File: src/rtl/mem_bank_playback.sv
// mem_bank_playback: streams a burst of words from a 2-cycle-latency memory bank through a 4-entry FIFO; optional abort via MEM_BANK_PLAYBACK_ABORT_EN
module mem_bank_playback #(
  parameter int WORD_LENGTH = 24,
  parameter int ADDR_WIDTH  = 13,
  parameter int NUM_WORDS   = 8192
) (
`ifdef MEM_BANK_PLAYBACK_ABORT_EN
  input  logic                   abort,
`endif
  input  logic                   clock,
  input  logic                   reset_n,
  input  logic                   start,
  input  logic [ADDR_WIDTH-1:0]  start_addr,
  input  logic [ADDR_WIDTH:0]    length,
  output logic                   busy,
  output logic                   done,
  output logic [ADDR_WIDTH-1:0]  mem_address,
  output logic                   mem_wren,
  input  logic [WORD_LENGTH-1:0] mem_q,
  output logic [WORD_LENGTH-1:0] out_data,
  output logic                   out_valid,
  input  logic                   out_ready
);
  typedef enum logic [1:0] {IDLE, RUN, DRAIN} state_t;
  state_t state, state_n;
  logic [ADDR_WIDTH-1:0] cur, last, iaddr;
  logic [ADDR_WIDTH:0] rem, rem_n;
  logic p1, p2, abort_i, kill, accept, space, issue, push, pop, done_n;
  logic [WORD_LENGTH-1:0] fifo [4];
  logic [1:0] wp, rp;
  logic [2:0] cnt, cnt_n;
`ifdef MEM_BANK_PLAYBACK_ABORT_EN
  assign abort_i = abort;
`else
  assign abort_i = 1'b0;
`endif
  assign kill = abort_i && state != IDLE;
  assign accept = state == IDLE && start && !abort_i;
  // p1/p2 track reads one and two cycles old; counting them reserves FIFO room
  assign space = (cnt + {2'b0, p1} + {2'b0, p2}) < 3'd4;
  assign issue = !kill && space && (accept ? length != '0 : (state == RUN && rem != '0));
  // the first address goes out in the start cycle itself so data lands three cycles later
  assign iaddr = accept ? start_addr : cur;
  assign mem_address = issue ? iaddr : last;
  assign mem_wren = 1'b0;
  assign rem_n = (accept ? length : rem) - {{ADDR_WIDTH{1'b0}}, issue};
  assign push = p2;
  assign out_valid = cnt != 3'd0;
  assign out_data = out_valid ? fifo[rp] : '0;
  assign pop = out_valid && out_ready;
  assign cnt_n = cnt + {2'b0, push} - {2'b0, pop};
  assign busy = state != IDLE;
  // next-state selection and completion detection
  always_comb begin
    state_n = state;
    done_n = 1'b0;
    if (state == IDLE) state_n = (accept && length != '0) ? RUN : IDLE;
    if (state == RUN) state_n = (rem_n == '0) ? DRAIN : RUN;
    if (state == DRAIN) state_n = (cnt_n == 3'd0 && !p1 && !p2) ? IDLE : DRAIN;
    done_n = !kill && ((accept && length == '0) || (state == DRAIN && state_n == IDLE));
    if (kill) state_n = IDLE;
  end
  // state, address, in-flight pipeline and FIFO registers
  always_ff @(posedge clock) begin
    if (!reset_n) begin
      state <= IDLE;
      done <= 1'b0;
      cur <= '0;
      last <= '0;
      rem <= '0;
      p1 <= 1'b0;
      p2 <= 1'b0;
      cnt <= '0;
      wp <= '0;
      rp <= '0;
    end else begin
      state <= state_n;
      done <= done_n;
      rem <= rem_n;
      p1 <= issue;
      p2 <= p1 && !kill;
      if (issue) begin
        cur <= (iaddr == ADDR_WIDTH'(NUM_WORDS - 1)) ? '0 : iaddr + ADDR_WIDTH'(1);
        last <= iaddr;
      end
      if (kill) begin
        cnt <= '0;
        wp <= '0;
        rp <= '0;
      end else begin
        cnt <= cnt_n;
        if (push) begin
          fifo[wp] <= mem_q;
          wp <= wp + 2'd1;
        end
        if (pop) rp <= rp + 2'd1;
      end
    end
  end
endmodule

File: config.mk
export PLATFORM = sky130hd
export DESIGN_NAME = mem_bank_playback
export DESIGN_NICKNAME = d
export VERILOG_FILES = /design/src/rtl/mem_bank_playback.sv
export SDC_FILE = /design/constraint.sdc
export NUM_CORES = 1
export LEC_CHECK = 0
export CAP_MARGIN = 20
export CELL_PAD_IN_SITES_DETAIL_PLACEMENT = 1
export CELL_PAD_IN_SITES_GLOBAL_PLACEMENT = 1
export CORE_MARGIN = 2
export CORE_UTILIZATION = 55
export DETAILED_ROUTE_END_ITERATION = 6
export DONT_BUFFER_PORTS = 1
export PLACE_DENSITY = 0.88
export SYNTH_ARGS = -nofsm -noshare
export SYNTH_HDL_FRONTEND = slang
export SYNTH_SLANG_ARGS = --single-unit
File: constraint.sdc
create_clock -name clock -period 9.6 [get_ports clock]
set_input_delay 1.44 -clock clock [delete_from_list [all_inputs] [get_ports clock]]
set_output_delay 1.44 -clock clock [all_outputs]
set_load 0.03 [all_outputs]
==> run summary <==
The wire length per cell after detailed routing came out at 21.0 microns. Cell count after synthesis: 573. The peak clock frequency supported by timing was 187 MHz; the sink count of the clock tree was 150. The filler cells instantiated in the layout total 1265.

After synthesis the netlist holds a flip-flop and latch count of 150. The later pin in the worst-skew pair is clocked with a latency of 420 ps. Among all flip-flop cells after synthesis, the most frequent one is sky130_fd_sc_hd__edfxtp_1. Setup repair after global routing left no endpoint under its margin. Of the total synthesized cell area, the portion taken by XOR and XNOR cells is 4.16%.

The H-tree was split into 4 levels. By startpoint and endpoint, the worst setup path is classified as primary input to primary output. The logs give 57.1% for the sequential-to-total area share from yosys stat and 17 for the number of CTS-inserted buffers.

For this configuration, the core starts out at a cell density of 55.7%. In this run, synthesis inferred 96 flip-flops with an integrated enable. From bottom edge to top edge, the die measures 116 microns. Post-CTS timing repair inserted 0 buffers for setup. The number of cells on the worst reg-to-reg path is 15. The die covers 0.0135 sq mm. In the routed layout, each cell is associated on average with a via count of 5.99. Setup violations remaining at the end of the flow were counted as 0.

Entering global routing, the biggest net connects 56 pins. The instance count along the most critical hold path was 2; the max-cap check violation count was 0. Mean cell area of the mapped netlist: 12.1 sq um. The top cell type by area accounts for 41.5% of the synthesized area.

The congestion estimate from routability-driven global placement came to 0.850. The tools report the first-pass GRT wire length as 24.6 mm. TritonCTS built the clock tree.

After synthesis, the largest family of logic cells by area is simple AND/OR/NAND/NOR gates. The total wire length after detailed routing is 15.8 mm. Summed over all cells, the static leakage comes to 2.64 nW. Setup total negative slack on the finished layout was measured at 0 ps. The slew of the pin with the lowest slew margin works out to 1100 ps. Hold is met by 487 ps.

The area share of fa/ha/maj cells after synthesis was 2.09%; the maximum fanout encountered on the critical timing path was 39. From synthesis to final layout, the design area changed by 10.6%. The Yosys step of the flow raised 0 warnings. After detailed routing, the number of remaining DRC violations is 0. The flow ran to the end, and the final reports show no timing, DRC or antenna violations.

The logs give 0.122 mV for the maximum vdd ir drop and 8160 ps for the data required time of the critical path. For the quantity of gates resized following cts, the log shows 0. The minimum period implied by the final worst setup slack came out at 5360 ps.

The synthesized netlist occupies a cell area of 0.00695 sq mm. The commonest cells after synthesis are sky130_fd_sc_hd__edfxtp_1, sky130_fd_sc_hd__dfxtp_1, sky130_fd_sc_hd__and2_1, sky130_fd_sc_hd__nand2_1, sky130_fd_sc_hd__nor2_1. The core region is 0.0125 sq mm. The width of the chip is 116 microns, and the clock transition at the registers of the reported paths is 50 ps. The root buffer cell chosen for the clock tree is sky130_fd_sc_hd__clkbuf_16. In the synthesized netlist the async set-or-reset flop fraction comes to 0%. The initialized floorplan defines 41 standard-cell rows. The worst setup path is captured at a primary output.

The net count of the finished layout is 633. The share of layout cells above drive strength 1 was 12.1%; the via count of the first global-routing pass was 4823. The detailed router placed 4497 vias in this run.

Including well taps, the total number of placed cells is 718. Dividing the final minimum period by the clock period gives 55.8%. The total routing resource utilization after global routing is 24.4%, and the synthesized net count is 639. Leading cell type by number of instances after synthesis: sky130_fd_sc_hd__edfxtp_1. For the worst setup path, the data arrival time is 3920 ps.

The tools report the final-report max-slew violation count as 0. The power density of the placed cells came out at 250 mW/mm^2. The clock tree skew after final layout came out at 9.81 ps.

Total iterations of the first detailed-routing run: 4. During placement, the flow inserted port buffers numbering 0. The synthesized netlist devotes 6.68% of its cell area to compound gates.

The number of antenna violations at the first check in global routing was 0. The final standard cell count with taps included and fillers excluded was 751; the simple-gate portion of the synthesized area was 16.7%. In the post-synthesis netlist, the biggest area contributors are sky130_fd_sc_hd__edfxtp_1, sky130_fd_sc_hd__dfxtp_1, sky130_fd_sc_hd__mux4_2. The number of antenna diodes in the final layout is 0. After synthesis, the netlist uses 56 different library cells. After the first detailed-routing iteration, the DRC count stood at 281. The final count of hold timing violations is 0, and the number of buffers added to fix hold violations after cts is 0. In this run the tightest slew margin relative to its limit is 25.8%. STA classifies the critical path startpoint as a primary input. The detail route stage leaves a number of antenna-violating nets equal to 0.

The longest clock path from root to sink contains 2 buffers. Of all cell types, the one taking the most synthesized area is sky130_fd_sc_hd__edfxtp_1. The tools report the top-level port count as 96.

The HPWL after detailed placement is 10.5 mm. The residual overflow from global routing was 0. The multiplexer fraction of the synthesized cell area is 10.5%. The worst min-delay path class is flip-flop to flip-flop.
-- cell usage in the layout (no fill, tap or decap), drive strengths merged, types with 17 or more instances in the layout --
| cell type | Yosys | final |
|---|---|---|
| mux2i | 18 | 18 |
| xnor2 | 19 | 19 |
| mux4 | 24 | 24 |
| dfxtp | 54 | 54 |
| nand2 | 45 | 45 |
| nor2 | 43 | 43 |
| a21oi | 17 | 17 |
| edfxtp | 96 | 96 |
| o21ai | 23 | 23 |
| and2 | 45 | 45 |
| clkbuf | 23 | 20 |
-- worst max-delay path, stage by stage --
cell                      delay [ps]
sky130_fd_sc_hd__or4_1           560
sky130_fd_sc_hd__or3_1           400
sky130_fd_sc_hd__o31a_1          340
sky130_fd_sc_hd__o21ai_2         110
sky130_fd_sc_hd__buf_4           340
sky130_fd_sc_hd__inv_1           290
sky130_fd_sc_hd__mux2_2          430
-- area by class of cell --
class / instances / area [sq um] / area share [%]
inverters: 10 / 37.5 / 0.488
clock inverters: 11 / 110 / 1.43
repair buffers: 10 / 115 / 1.50
flip-flops and latches: 150 / 3970 / 51.6
clock buffers: 20 / 437 / 5.68
multi-input cells: 378 / 2810 / 36.5
well taps: 172 / 215 / 2.80
-- cell families (layout without fill, tap and decap cells) --
kind of cell	count (synthesis)	count (layout)
AO/OA/AOI/OAI	74	74
XOR/XNOR	33	33
adder cells (fa/ha/maj)	11	11
buffers and inverters	45	51
flip-flops	150	150
multiplexers	43	43
other	1	1
AND/OR/NAND/NOR	216	216
-- final timing paths --
| check | from | end | slack (ps) |
|---|---|---|---|
| worst min-delay path | cur[11] | cur[11] | 490 |
| worst max-delay path | length[9] | mem_address[1] | 4240 |
| worst min register to register | cur[11] | cur[11] | 490 |
| worst max register to register | state[1] | state[1] | 4990 |
-- per-layer routing --
| layer | track usage (%) | wire length (microns) | vias up |
|---|---|---|---|
| met5 | 0 | 0 | - |
| met2 | 43.4 | 8170 | 136 |
| met3 | 9.13 | 1150 | 15 |
| met1 | 27.4 | 6280 | 2251 |
| met4 | 7.06 | 171 | 0 |
| li1 | - | - | 2095 |
-- flip-flops by register name, summed over array words and instances (netlist names), named ones only --
name and cells:
state 2, last 13, fifo 96, done 1, cnt 3, rem 14, rp 2, p2 1
cur 13, wp 2, p1 1
-- power breakdown --
part | switching (mW) | leakage [nW] | internal (mW)
Clock | 0.243 | 0.264 | 0.376
Combinational | 0.322 | 1.07 | 0.188
Sequential | 0.0594 | 1.31 | 0.729
Total | 0.625 | 2.64 | 1.29
-- through the flow --
step / setup slack, ps / cell area, sq um / total power, mW / util, %
floorplan: 4270 / 6950 / 1.21 / -
global placement: 3990 / 7080 / 1.27 / 56.8
detailed placement: 3840 / 7080 / 1.29 / 56.8
CTS: 4250 / 7630 / 1.92 / 61.2
global route: 4040 / 7680 / 2.01 / 61.6
finish: 4240 / 7680 / 1.92 / 61.6
Power figures use the tool's default switching activity.
